File: src/rtl/gpu_bg_block_sequencer.sv
// gpu_bg_block_sequencer
// Sequences DDR traffic for the backend's 16-pixel background cache line. On a block
// transition or primitive-end flush it writes back the dirty line and/or reads the next
// line, stalls the backend while traffic is in flight, and hands the read line back as a
// one-cycle import strobe.
//
// Ports:
//   clk, i_nrst                 clock, asynchronous active-low reset
//   i_PixelBlockTransition      bit1 leave block (save+load), bit0 first block (load only)
//   i_loadAdr / i_saveAdr       block being entered / left
//   i_exportedBGBlock/MSK       dirty line and per-pixel dirty mask
//   i_needLoad                  line must be read before drawing
//   i_flushReq                  primitive done, write back line
//   o_flushDone/ClearMask       one-cycle flush completion pulses
//   o_pausePipeline             registered stall to backend
//   o_importBGBlockSingleClock  one-cycle import strobe, o_importedBGBlock data
//   o_mem*/i_mem*               DDR command/read-data interface
//   o_saveCount/o_loadCount     saturating statistics
//   o_errOverrun                sticky: event arrived while busy
//
// Build option: GPU_BGSEQ_SAME_BLOCK_BYPASS_EN skips the load when a bit1 transition
// re-enters the block it is leaving.
module gpu_bg_block_sequencer #(
   parameter int unsigned ADR_W = 15,
   parameter int unsigned CNT_W = 16
) (
   input  logic             clk,
   input  logic             i_nrst,
   input  logic [1:0]       i_PixelBlockTransition,
   input  logic [ADR_W-1:0] i_loadAdr,
   input  logic [ADR_W-1:0] i_saveAdr,
   input  logic [255:0]     i_exportedBGBlock,
   input  logic [15:0]      i_exportedMSKBGBlock,
   input  logic             i_needLoad,
   input  logic             i_flushReq,
   output logic             o_flushDone,
   output logic             o_flushClearMask,
   output logic             o_pausePipeline,
   output logic             o_importBGBlockSingleClock,
   output logic [255:0]     o_importedBGBlock,
   output logic             o_memCmdValid,
   input  logic             i_memCmdReady,
   output logic             o_memCmdWrite,
   output logic [ADR_W-1:0] o_memAdr,
   output logic [255:0]     o_memWriteData,
   output logic [15:0]      o_memWriteMask,
   input  logic             i_memReadValid,
   input  logic [255:0]     i_memReadData,
   output logic [CNT_W-1:0] o_saveCount,
   output logic [CNT_W-1:0] o_loadCount,
   output logic             o_errOverrun
);

   typedef enum logic [2:0] {
      StIdle, StSave, StLoad, StLoadWait, StFlushSave, StFlushDone
   } state_e;

   state_e           state_q, state_d;
   logic [ADR_W-1:0] save_adr_q, save_adr_d, load_adr_q, load_adr_d;
   logic [255:0]     blk_q, blk_d, imp_q, imp_d;
   logic [15:0]      msk_q, msk_d;
   logic             need_load_q, need_load_d;
   logic             flush_pend_q, flush_pend_d;
   logic             pause_q, pause_d;
   logic             err_q, err_d;
   logic [CNT_W-1:0] save_cnt_q, save_cnt_d, load_cnt_q, load_cnt_d;

   logic same_blk, trans_need, flush_ev, cmd_done, write_st, import_hit, busy_ev;

`ifdef GPU_BGSEQ_SAME_BLOCK_BYPASS_EN
   assign same_blk = (i_loadAdr == i_saveAdr);
`else
   assign same_blk = 1'b0;
`endif

   // Re-entering the same block leaves the backend line valid, so no load is needed.
   assign trans_need = i_needLoad & ~(i_PixelBlockTransition[1] & same_blk);
   assign flush_ev   = i_flushReq | flush_pend_q;
   assign write_st   = (state_q == StSave) || (state_q == StFlushSave);
   assign cmd_done   = o_memCmdValid & i_memCmdReady;
   assign import_hit = (state_q == StLoadWait) & i_memReadValid;
   assign busy_ev    = (state_q != StIdle) & ((|i_PixelBlockTransition) | i_flushReq);

   always_comb begin
      state_d      = state_q;
      save_adr_d   = save_adr_q;
      load_adr_d   = load_adr_q;
      blk_d        = blk_q;
      msk_d        = msk_q;
      need_load_d  = need_load_q;
      flush_pend_d = flush_pend_q;
      imp_d        = imp_q;
      save_cnt_d   = save_cnt_q;
      load_cnt_d   = load_cnt_q;
      err_d        = err_q | busy_ev;

      unique case (state_q)
         StIdle: begin
            // Capture now: the backend clears its mask on the next cycle.
            if ((|i_PixelBlockTransition) || flush_ev) begin
               save_adr_d  = i_saveAdr;
               load_adr_d  = i_loadAdr;
               blk_d       = i_exportedBGBlock;
               msk_d       = i_exportedMSKBGBlock;
               need_load_d = trans_need;
            end
            if (i_PixelBlockTransition[1] && ((|i_exportedMSKBGBlock) || trans_need)) begin
               state_d      = (|i_exportedMSKBGBlock) ? StSave : StLoad;
               flush_pend_d = flush_ev;
            end else if (i_PixelBlockTransition[0] && i_needLoad) begin
               state_d      = StLoad;
               flush_pend_d = flush_ev;
            end else if (flush_ev) begin
               state_d      = (|i_exportedMSKBGBlock) ? StFlushSave : StFlushDone;
               flush_pend_d = 1'b0;
            end
         end
         StSave: begin
            if (cmd_done) begin
               save_cnt_d = (save_cnt_q == '1) ? save_cnt_q : save_cnt_q + CNT_W'(1);
               state_d    = need_load_q ? StLoad : StIdle;
            end
         end
         StLoad: begin
            if (cmd_done) begin
               load_cnt_d = (load_cnt_q == '1) ? load_cnt_q : load_cnt_q + CNT_W'(1);
               state_d    = StLoadWait;
            end
         end
         StLoadWait: begin
            if (i_memReadValid) begin
               imp_d   = i_memReadData;
               state_d = StIdle;
            end
         end
         StFlushSave: begin
            if (cmd_done) begin
               save_cnt_d = (save_cnt_q == '1) ? save_cnt_q : save_cnt_q + CNT_W'(1);
               state_d    = StFlushDone;
            end
         end
         StFlushDone: state_d = StIdle;
         default:     state_d = StIdle;
      endcase

      // A pending flush keeps the stall up through its one IDLE turnaround cycle.
      pause_d = (state_d != StIdle) || flush_pend_d;
   end

   always_ff @(posedge clk or negedge i_nrst) begin
      if (!i_nrst) begin
         state_q      <= StIdle;
         save_adr_q   <= '0;
         load_adr_q   <= '0;
         blk_q        <= '0;
         msk_q        <= '0;
         need_load_q  <= 1'b0;
         flush_pend_q <= 1'b0;
         imp_q        <= '0;
         save_cnt_q   <= '0;
         load_cnt_q   <= '0;
         pause_q      <= 1'b0;
         err_q        <= 1'b0;
      end else begin
         state_q      <= state_d;
         save_adr_q   <= save_adr_d;
         load_adr_q   <= load_adr_d;
         blk_q        <= blk_d;
         msk_q        <= msk_d;
         need_load_q  <= need_load_d;
         flush_pend_q <= flush_pend_d;
         imp_q        <= imp_d;
         save_cnt_q   <= save_cnt_d;
         load_cnt_q   <= load_cnt_d;
         pause_q      <= pause_d;
         err_q        <= err_d;
      end
   end

   // Command outputs decode from state only, so ready never reaches valid combinationally.
   assign o_memCmdValid  = write_st || (state_q == StLoad);
   assign o_memCmdWrite  = write_st;
   assign o_memAdr       = write_st ? save_adr_q : ((state_q == StLoad) ? load_adr_q : '0);
   assign o_memWriteData = write_st ? blk_q : '0;
   assign o_memWriteMask = write_st ? msk_q : '0;

   assign o_importBGBlockSingleClock = import_hit;
   assign o_importedBGBlock          = import_hit ? i_memReadData : imp_q;
   assign o_flushDone                = (state_q == StFlushDone);
   assign o_flushClearMask           = (state_q == StFlushDone);
   assign o_pausePipeline            = pause_q;
   assign o_saveCount                = save_cnt_q;
   assign o_loadCount                = load_cnt_q;
   assign o_errOverrun               = err_q;

endmodule

File: config.mk
export PLATFORM = sky130hd
export DESIGN_NAME = gpu_bg_block_sequencer
export DESIGN_NICKNAME = d
export VERILOG_FILES = /design/src/rtl/gpu_bg_block_sequencer.sv
export SDC_FILE = /design/constraint.sdc
export NUM_CORES = 1
export LEC_CHECK = 0
export BUFFER_PORTS_ARGS = -buffer_cell sky130_fd_sc_hd__clkbuf_2
export CAP_MARGIN = 10
export CORE_AREA = 2 2 443 445
export CTS_BUF_LIST = sky130_fd_sc_hd__clkbuf_8
export CTS_CLUSTER_DIAMETER = 30
export DETAILED_ROUTE_END_ITERATION = 8
export DIE_AREA = 0 0 445 447
export GPL_TIMING_DRIVEN = 0
export MAX_ROUTING_LAYER = met4
export PLACE_DENSITY = 0.31
export REMOVE_ABC_BUFFERS = 1
export SLEW_MARGIN = 25
export SYNTH_ARGS = -nofsm -noshare
export SYNTH_HDL_FRONTEND = slang
export SYNTH_SLANG_ARGS = --single-unit
File: constraint.sdc
create_clock -name clk -period 1.9 [get_ports clk]
set_input_delay 0.19 -clock clk [delete_from_list [all_inputs] [get_ports clk]]
set_output_delay 0.19 -clock clk [all_outputs]
set_load 0.02 [all_outputs]
# After elaboration in Yosys (flattened, before gate mapping)
# Cells that the tools add are included.
# totals
reg_bits	597
input_bits	566
output_inout_bits	582
elab_cells	66
# op_classes
add_sub_neg	2
n_eq_ne	7
muxes	20
bitwise	8
n_reduce_logical	17
# ops
cell	n
$mux 256	2
$add 16x1->16 const B	2
$eq 16x16->1 const B	2
$mux 15	2
$mux 3	7
$mux 16	1
$reduce_or 16->1	1
$pmux 3 s5	1
$eq 3x2->1 const B	2
$eq 3x3->1 const B	2
$reduce_and 3->1	2
$reduce_bool 3->1	2
$logic_or 1x1->1	5
$mux 1	5
$mux 2	2
$reduce_and 2->1	2
$reduce_or 2->1	2
$and 1x1->1	3
$eq 3x1->1 const B	1
$logic_not 3->1	1
$or 1x1->1	3
$logic_and 1x1->1	2
$not 1->1	2

# Depth between registers and ports, before layout
# Gate-level depths: netlist of the first run.
# depth
word_depth	8
ltp_mapped	7
ltp_nobuf	6

# Least setup slack after synthesis of the first run
# No wires, ideal clock.
# synth_path
path_type	flip-flop to output port
startpoint	register state_q[0]
endpoint	output o_memWriteMask[10]
t_arrival_ns	1.787
t_required_ns	1.710
slack_ns	-0.077
path_stages_with_launch	7
path_buffers	3
path_cell_list	dfrtp_1 -> buf_2 -> xnor2_1 -> nor2_1 -> buf_2 -> clkbuf_1 -> and2_1
# synth_between
elab_chain_cells	3
# synth_lines
element	line_no	rtl
start: declaration	58	state_e state_q, state_d;
start signal: assignment	152	state_q <= StIdle;
start signal: assignment	165	state_q <= state_d;
$eq 3x1->1 / $eq 3x3->1 (equally long branches)	79	assign write_st = (state_q == StSave) || (state_q == StFlushSave);
$logic_or 1x1->1 *	79	
via o_memCmdWrite	43	output logic o_memCmdWrite,
$mux 16 *	185	assign o_memWriteMask = write_st ? msk_q : '0;
end: declaration	46	output logic [15:0] o_memWriteMask,
# The timed path passes the listed nets; every way through them passes the cells marked *.

# Worst setup path after layout of the first run
# layout_path
startpoint	register state_q[2]
endpoint	output o_importedBGBlock[24]
# layout_between
elab_chain_cells	3
# layout_lines
element	line_no	rtl
$eq 3x2->1	81	assign import_hit = (state_q == StLoadWait) & i_memReadValid;
$and 1x1->1	81	
$mux 256	188	assign o_importedBGBlock = import_hit ? i_memReadData : imp_q;
end: declaration	40	output logic [255:0] o_importedBGBlock,
# No other way between the ends.

==> results of run 1 <==
cell usage after synthesis, drive strengths merged (5+ instances only):
cell type and n:
or4 5, xor2 18, nand2 782, xnor2 12, buf 43, inv 7
nand3 11, a22o 15, clkbuf 84, dfrtp 597, a21oi 5, nand4 7
nor2 21, and2 272, mux2 306, nor3 7
layer usage:
layer / wire [um] / part of all wire (%) / GRT usage (%)
met5: 0 / 0 / -
met4: 4080 / 3.3 / 4.84
met1: 44700 / 36 / 12.1
met2: 65500 / 53 / 21.7
met3: 9060 / 7.3 / 4.01
cells by family (layout without fill, tap and decap cells):
logic type	count (synthesis)	in the layout	synth area share (%)
fa+ha+maj	2	2	0.102
simple gates	1119	1119	20.4
compound gates	36	36	1.30
buf+inv	135	2779	2.28
mux	306	306	14.0
other cells	0	16	0
flops	597	597	60.8
xor+xnor	30	30	1.07
power breakdown:
| group | leakage [nW] | internal, mW | switching (mW) |
|---|---|---|---|
| combinational | 15.7 | 20.1 | 23.7 |
| sequential | 7.26 | 18.7 | 2.30 |
| clock | 2.65 | 14.5 | 8.11 |
metrics by stage:
stage                TNS, ps  utilization [%]
finish               -766000             27.0
global route         -930300             27.0
CTS                  -872900             26.3
detailed placement  -1001880             17.7
global placement           -             17.0
floorplan                  -                -
final timing paths:
path / startpoint / end / slack [ps] / depth (start not counted)
min in group asynchronous: i_nrst / blk_q[9]$_DFFE_PN0P_ / 70 / 11
setup / recovery: state_q[2]$_DFF_PN0_ / o_importedBGBlock[24] / -1260 / 13
hold reg to reg: imp_q[6]$_DFFE_PN0P_ / imp_q[6]$_DFFE_PN0P_ / 470 / 2
max in group asynchronous: i_nrst / imp_q[79]$_DFFE_PN0P_ / 190 / 14
hold / removal: i_memReadData[160] / imp_q[160]$_DFFE_PN0P_ / 30 / 4
setup reg to reg: state_q[2]$_DFF_PN0_ / blk_q[109]$_DFFE_PN0P_ / -1140 / 14
registers in the layout (all words and copies together) (netlist names):
| name | count |
|---|---|
| msk_q | 16 |
| o_errOverrun | 1 |
| save_adr_q | 15 |
| o_loadCount | 16 |
| need_load_q | 1 |
| o_pausePipeline | 1 |
| imp_q | 256 |
| state_q | 3 |
| o_saveCount | 16 |
| blk_q | 256 |
| load_adr_q | 15 |
| flush_pend_q | 1 |
layout make-up:
type | count | area share, %
clock buffer | 282 | 7.40
clock inverter | 107 | 1.54
sequential | 597 | 28.5
inverter | 8 | 0.107
timing repair inverter | 2 | 0.0525
antenna | 16 | 0.0763
timing repair buffer | 2380 | 38.1
tap | 2542 | 6.06
multi-input combinational | 1493 | 18.2
repair_timing:
item | 4_1_cts | 5_1_grt
buffers inserted | 30 | 67
cloned | 15 | 13
endpoints found under the hold margin | 875 | 33
gates resized for setup | 209 | 254
setup endpoints to repair | 1158 | 1079
hold buffers | 1038 | 1
pin swaps | 19 | 46
cells in the final DEF (no fill, tap or decap), drive strengths merged, types with 2 or more instances in the layout:
| master | synthesis | routed |
|---|---|---|
| and3 | 2 | 2 |
| dfrtp | 597 | 597 |
| inv | 7 | 73 |
| nand2 | 782 | 782 |
| nor4 | 2 | 2 |
| nand3 | 11 | 11 |
| and4 | 2 | 2 |
| bufinv | 0 | 10 |
| nor3 | 7 | 7 |
| a21oi | 5 | 5 |
| nor3b | 3 | 3 |
| xor2 | 18 | 18 |
| clkbuf | 84 | 1354 |
| ha | 2 | 2 |
| a22o | 15 | 15 |
| a31oi | 3 | 3 |
| dlygate4sd3 | 0 | 1030 |
| mux2 | 306 | 306 |
| nor2 | 21 | 21 |
| clkinv | 1 | 33 |
| or4 | 5 | 5 |
| xnor2 | 12 | 12 |
| diode | 0 | 16 |
| nand3b | 2 | 2 |
| and2 | 272 | 272 |
| bufbuf | 0 | 6 |
| buf | 43 | 272 |
| nand4 | 7 | 7 |
worst min-delay path, cell delays in order:
cell and delay, ps:
dlygate4sd3_1 530, clkbuf_2 100, nand2_1 40, nand2_1 70
==> results.cfg, run 1 <==
[detailed_routing]
first_pass_iters = 4
drt_iter0_drc = 743
drc = 0
dr_total_vias = 25700
wire_per_inst_um = 16.6
final_antenna_net_count = 0
vias_per_cell = 3.46
routed_wirelength_mm = 123

[sta]
tightest_slew_ps = 889
hold_slack_ps = 30.2
finalMaxSlewViolations = 0
finalHoldViolCount = 0
fmax_mhz = 316
clock-skew-final_ps = 60.1
layout_min_cycle_time_ps = 3160
setup_viol = 910
post-route-period-util_pct = 167
timing.slew.headroom_pct = 40.5
rsz0062_at_grt = yes
fin_ws_ps = -1260

[clock_tree]
numClockSinks = 597
clk_latency_ps = 960
path_clk_slew_ps = 40
htree_num_levels = 4
cts_tree = done
root_buffer = clkbuf_8
cts_made_buffers = 217
cts.path.max_buffers = 3

[layout]
final_cell_area_um2 = 52500
register_area_um2 = 14900
final_nets = 5267
syn_to_final_growth_pct = 113
instances_no_fill = 7427
multi_input_area_um2 = 9540
layout-drive-gt1-share_pct = 43.3
fillers = 20800

[setup_path]
path_common_cell = buf_12
cp_data_arrival_time_ps = 2970
crit_family = buffers and inverters
worstSetupStartpointType = flop
slowest_delay_ps = 430
cp_data_required_time_ps = 1710
crit_buf_inv = 10
path_cells = nand4b_1 > buf_6 > buf_12 > buf_12 > buf_12 > buf_8 > buf_12 > buf_12 > buf_12 > buf_12 > nand2_2 > nand2_2 > buf_8
slowest_stage = dfrtp_2
end_kind = primary output
path_class = flop to primary output
cp_max_fo = 7

[place]
dp.cells = 5858
placed_area_um2 = 34500
place.gp.congestion = 0.778
portBuffers = 1147
dp_slack_ps = -1800
dp_hpwl_mm = 86.0

[synth]
syn_inst = 2225
synth_edf_count = 0
synth_top_area_share_pct = 60.8
synth_area_per_cell_um2 = 11.0
synth_ff_type = dfrtp_1
async_flop_share_pct = 100
yosysSeqAreaShare_pct = 60.8
synth_area_leader_cell = dfrtp_1
synth.distinct_cells = 46
synth.top_cells.by_area = dfrtp_1, mux2_2, nand2_1
yosysWarnings = 0
synth_seq_cells = 597
syn-cell-area_um2 = 24600

[floorplanning]
start_util_pct = 12.7
rows = 162
ios = 1148
core_area_um2 = 194000
die_x_um = 445
dieArea_um2 = 199000
dieHeight_um = 447

[pwr]
p_leak_nw = 25.6
vdd_drop_max_mv = 0.850
total_power_mw = 87.4
cellPowerDensity_nw_per_um2 = 1670

[job]
maxCapViolations = 0

[worst_hold_path]
hold_class = primary input to flop

[grt]
grt_max_degree = 73
antenna_found_initial = 26
gr-total-overflow = 0
grt_pass1_vias = 27600
grt_usage_pct = 12.1
grt_pass1_wl_mm = 176

[run_status]
violations = negative setup slack
outcome = finished with violations
(Power assumes the default switching activity.)
==> run 2, diff against run 1 <==
PLACE_DENSITY = 0.39   (was 0.31)
SLEW_MARGIN = 20   (was 25)
==> results.cfg, run 2 (synthesis gave the netlist of run 1 again) <==
[setup_path]
path_class = flop to flop
r2r_end = imp_q[226]$_DFFE_PN0P_
cp_max_fo = 5
cp_data_arrival_time_ps = 4250
reg2reg_from = state_q[0]$_DFF_PN0_
cp_data_required_time_ps = 2690
r2r_slack_ps = -1560
worstSetupStartpointType = flop
end_kind = flop
rr_worst_depth = 25

[grt]
grt_usage_pct = 12.3
grt_max_degree = 79
grt_pass1_wl_mm = 178
gr-total-overflow = 0
grt_pass1_vias = 28400
antenna_found_initial = 18

[detailed_routing]
vias_per_cell = 3.58
drc = 0
routed_wirelength_mm = 127
first_pass_iters = 5
dr_total_vias = 26700
drt_iter0_drc = 1018
final_antenna_net_count = 0
wire_per_inst_um = 16.9

[worst_hold_path]
hold_class = primary input to flop
min_path_cells = 4
holdPathEnd = imp_q[202]$_DFFE_PN0P_
min_from = i_memReadData[202]

[sta]
rsz0062_at_grt = yes
fmax_mhz = 289
tightest_slew_ps = 791
clock-skew-final_ps = 37.0
finalHoldViolCount = 0
layout_min_cycle_time_ps = 3460
post-route-period-util_pct = 182
finalMaxSlewViolations = 0
final.setup.tns_ps = -978040
fin_ws_ps = -1560
setup_viol = 1357
timing.slew.headroom_pct = 47.2

[clock_tree]
htree_num_levels = 4
cts_hold_buf = 1013
numClockSinks = 597
path_clk_slew_ps = 50
root_buffer = clkbuf_8
cts_made_buffers = 199
clk_latency_ps = 900
cts.path.max_buffers = 3
cts_tree = done

[layout]
final_common_cell = dlygate4sd3_1
layout-drive-gt1-share_pct = 47.7
reg.largest.list = blk_q x256, imp_q x256
fillers = 20000
final_cell_mix = dlygate4sd3_1, clkbuf_2, dfrtp_1
final_nets = 5314
syn_to_final_growth_pct = 123

[run_status]
outcome = finished with violations
violations = negative setup slack

[floorplanning]
rows = 162
dieArea_um2 = 199000
start_util_pct = 12.7
die_x_um = 445
dieHeight_um = 447
ios = 1148
core_area_um2 = 194000

[pwr]
cellPowerDensity_nw_per_um2 = 1700
total_power_mw = 93.1
vdd_drop_max_mv = 1.17
p_leak_nw = 26.5

[job]
maxCapViolations = 0

[place]
portBuffers = 1147
dp_hpwl_mm = 81.2
place.gp.congestion = 0.843
==> run 2: metrics by stage <==
step / util [%] / cells / hold WS [ps] / instance area, um2 / setup slack, ps
floorplan: - / 2098 / -106 / 24000 / -14820
global placement: 17.0 / 5787 / 405 / 33000 / -26000
detailed placement: 17.7 / 5849 / 152 / 34300 / -1610
CTS: 27.4 / 7393 / -115 / 53200 / -1640
global route: 28.2 / 7468 / -24.6 / 54700 / -1650
finish: 28.2 / 7471 / 69.9 / 54700 / -1560
==> run 2: how the worst max path moves through the flow <==
stage / start / end / slack (ps) / depth (start not counted)
final: state_q[0]$_DFF_PN0_ / imp_q[226]$_DFFE_PN0P_ / -1560 / 25
after global routing: state_q[2]$_DFF_PN0_ / o_importedBGBlock[96] / -1650 / 15
after CTS: state_q[2]$_DFF_PN0_ / o_importedBGBlock[212] / -1640 / 15
after detailed placement: state_q[2]$_DFF_PN0_ / o_importedBGBlock[34] / -1610 / 10
after global placement: state_q[0]$_DFF_PN0_ / o_importedBGBlock[34] / -26000 / 5
after floorplan: state_q[0]$_DFF_PN0_ / blk_q[0]$_DFFE_PN0P_ / -14820 / 3
==> run 2: what timing repair did <==
item | CTS | global route
gates resized for setup | 537 | 388
pin swaps | 84 | 67
gates cloned | 31 | 4
setup endpoints to repair | 1152 | 1455
setup buffers | 131 | 72
endpoints found under the hold margin | 874 | 6
==> run 2: report_power, final <==
part           switching, mW  leakage, nW  internal [mW]  total [mW]
Clock                   8.09         2.58           15.0        23.1
Combinational           25.3         16.7           23.4        48.6
Sequential              2.60         7.26           18.8        21.3
==> run 2: final cells by class <==
| class | count | area (um2) | area share [%] |
|---|---|---|---|
| Inverter | 8 | 56.3 | 0.103 |
| Tap cell | 2542 | 3180 | 5.82 |
| Multi-Input combinational cell | 1493 | 10300 | 18.8 |
| Antenna cell | 15 | 37.5 | 0.0686 |
| Sequential cell | 597 | 14900 | 27.3 |
| Timing Repair Buffer | 2444 | 21500 | 39.2 |
| Clock inverter | 106 | 1080 | 1.98 |
| Timing Repair inverter | 3 | 48.8 | 0.0892 |
| Clock buffer | 263 | 3620 | 6.62 |
==> run 2: metal layers <==
metal / share of wire [%] / global-route usage [%] / wire length [um] / vias up
met3: 6.4 / 3.54 / 8070 / 360
met4: 5.4 / 7.04 / 6890 / 0
met1: 36 / 12.6 / 46100 / 13000
met2: 52 / 21.0 / 65500 / 1010
li1: - / - / - / 12400
met5: 0 / - / 0 / -
==> run 2: critical path: stages, from the launching register on <==
cell,delay (ps)
dfrtp_2,420
nand4b_1,110
buf_6,130
buf_12,100
buf_4,110
buf_12,100
buf_16,120
clkinv_16,60
buf_16,140
buf_12,150
buf_6,120
buf_16,140
nand2_4,60
nand2_2,70
buf_4,130
buf_4,120
buf_4,120
buf_4,120
buf_4,120
buf_4,120
buf_4,130
buf_4,130
buf_4,120
buf_4,120
buf_4,120
buf_4,120
==> run 3, diff against run 2 <==
==> constraint.sdc (replaced) <==
create_clock -name clk -period 1.9 [get_ports clk]
set_input_delay 0.095 -clock clk [delete_from_list [all_inputs] [get_ports clk]]
set_output_delay 0.095 -clock clk [all_outputs]
set_load 0.02 [all_outputs]
==> results.cfg, run 3 (synthesis gave the netlist of run 1 again) <==
[pwr]
p_leak_nw = 27.1
total_power_mw = 93.6
vdd_drop_max_mv = 1.07
pwr-share-comb_pct = 52.4
clkPwrFrac_pct = 24.7
power.internal_mw = 57.4
power_switching_share_pct = 38.7
cellPowerDensity_nw_per_um2 = 1680
p_seq_share_pct = 22.8
p_switching_mw = 36.2

[layout]
fillers = 19900
final_common_cell = dlygate4sd3_1
instances_no_fill = 7583
final_nets = 5422
layout-drive-gt1-share_pct = 46.7
final_cell_mix = dlygate4sd3_1, clkbuf_2, dfrtp_1
reg.largest.list = blk_q x256, imp_q x256
syn_to_final_growth_pct = 127
fin_util_pct = 28.8
final_cell_area_um2 = 55900

[grt]
grt_usage_pct = 12.5
grt_pass1_vias = 29100
grt_max_degree = 79
grt_pass1_wl_mm = 180
antenna_found_initial = 20
gr-total-overflow = 0

[floorplanning]
dieHeight_um = 447
ios = 1148
core_area_um2 = 194000
rows = 162
dieArea_um2 = 199000
start_util_pct = 12.7
die_x_um = 445

[detailed_routing]
final_antenna_net_count = 0
drc = 0
vias_per_cell = 3.59
routed_wirelength_mm = 129
wire_per_inst_um = 17.1
drt_iter0_drc = 1010
dr_total_vias = 27200
first_pass_iters = 5

[place]
place.gp.congestion = 0.843
dp_hpwl_mm = 81.2
portBuffers = 1147
dp_slack_ps = -1520
placed_area_um2 = 34300
dp.cells = 5849

[sta]
post-route-period-util_pct = 175
setup_viol = 1311
fmax_mhz = 302
tightest_slew_ps = 744
finalMaxSlewViolations = 0
rsz0062_at_grt = yes
layout_min_cycle_time_ps = 3320
fin_ws_ps = -1420
timing.slew.headroom_pct = 50.3
finalHoldViolCount = 0
clock-skew-final_ps = 39.7

[setup_path]
cp_data_arrival_time_ps = 4110
cp_max_fo = 6
slowest_stage = dfrtp_2
cp_data_required_time_ps = 2690
slowest_delay_ps = 410
path_common_cell = buf_12
path_cells = nand4b_1 > buf_6 > buf_12 > buf_12 > buf_12 > buf_8 > buf_12 > buf_12 > buf_12 > buf_12 > buf_12 > buf_16 > nand2_4 > nand2_4 > buf_4 > buf_4 > buf_4 > buf_4 > buf_6 > buf_6 > buf_6 > buf_4 > buf_4
worstSetupStartpointType = flop
r2r_slack_ps = -1420
path_class = flop to flop
end_kind = flop

[job]
maxCapViolations = 0

[clock_tree]
clk_latency_ps = 900
path_clk_slew_ps = 50
htree_num_levels = 4
cts_tree = done
root_buffer = clkbuf_8
numClockSinks = 597
cts.path.max_buffers = 3
cts_made_buffers = 199

[worst_hold_path]
hold_class = primary input to flop

[run_status]
violations = negative setup slack
outcome = finished with violations
-- run 3: routing by layer --
metal,GRT usage (%),vias up,share of wire (%)
li1,-,12600,-
met1,12.5,13200,36
met2,21.0,1072,51
met3,3.90,399,6.7
met4,8.29,0,7.0
met5,-,-,0
-- run 3: layout make-up --
| class | instances | area (um2) | share of cell area, % |
|---|---|---|---|
| tap | 2542 | 3180 | 5.69 |
| timing repair buffer | 2552 | 22600 | 40.5 |
| inverter | 8 | 56.3 | 0.101 |
| multi-input combinational | 1493 | 10300 | 18.4 |
| timing repair inverter | 3 | 48.8 | 0.0874 |
| antenna | 19 | 47.5 | 0.0851 |
| clock inverter | 106 | 1080 | 1.94 |
| clock buffer | 263 | 3620 | 6.48 |
| sequential | 597 | 14900 | 26.8 |
-- run 3: critical path, delay by kind of cell, from the launching register on --
kind / cells / cell delay [ps]
simple gates: 3 / 310
flops: 1 / 410
buf+inv: 20 / 2470
-- run 3: metrics by stage --
step	hold WS (ps)	setup TNS [ps]
after floorplan	-201	-
after global placement	310	-
after detailed placement	57.3	-857460
after CTS	6.95	-1057630
after global routing	61.2	-1080010
final	149	-903730
-- run 3: power groups by stage --
stage | sequential, mW | clock (mW) | combinational [mW]
after floorplan | 18.0 | 0 | 11.8
final | 21.4 | 23.1 | 49.0
after CTS | 21.2 | 23.9 | 45.8
after global placement | 18.0 | 0 | 17.0
after detailed placement | 21.3 | 0 | 35.9
after global routing | 22.1 | 24.7 | 51.7
-- run 3: worst paths after layout --
path                                          startpoint                      to  depth (start not counted)
worst max-delay path                state_q[2]$_DFF_PN0_   imp_q[11]$_DFFE_PN0P_                         23
worst min-delay path            i_exportedMSKBGBlock[15]   msk_q[15]$_DFFE_PN0P_                          3
worst max register to register      state_q[2]$_DFF_PN0_   imp_q[11]$_DFFE_PN0P_                         23
worst min register to register    imp_q[154]$_DFFE_PN0P_  imp_q[154]$_DFFE_PN0P_                          2
max in group asynchronous                         i_nrst    imp_q[4]$_DFFE_PN0P_                         15
min in group asynchronous                         i_nrst  blk_q[127]$_DFFE_PN0P_                         11
-- run 3: what timing repair did --
action,4_1_cts,5_1_grt
hold buffers,1119,1
gates resized for setup,537,406
cloned,31,8
setup endpoints to repair,1139,1449
setup buffers,129,74
endpoints found under the hold margin,874,1
pin swaps,84,65
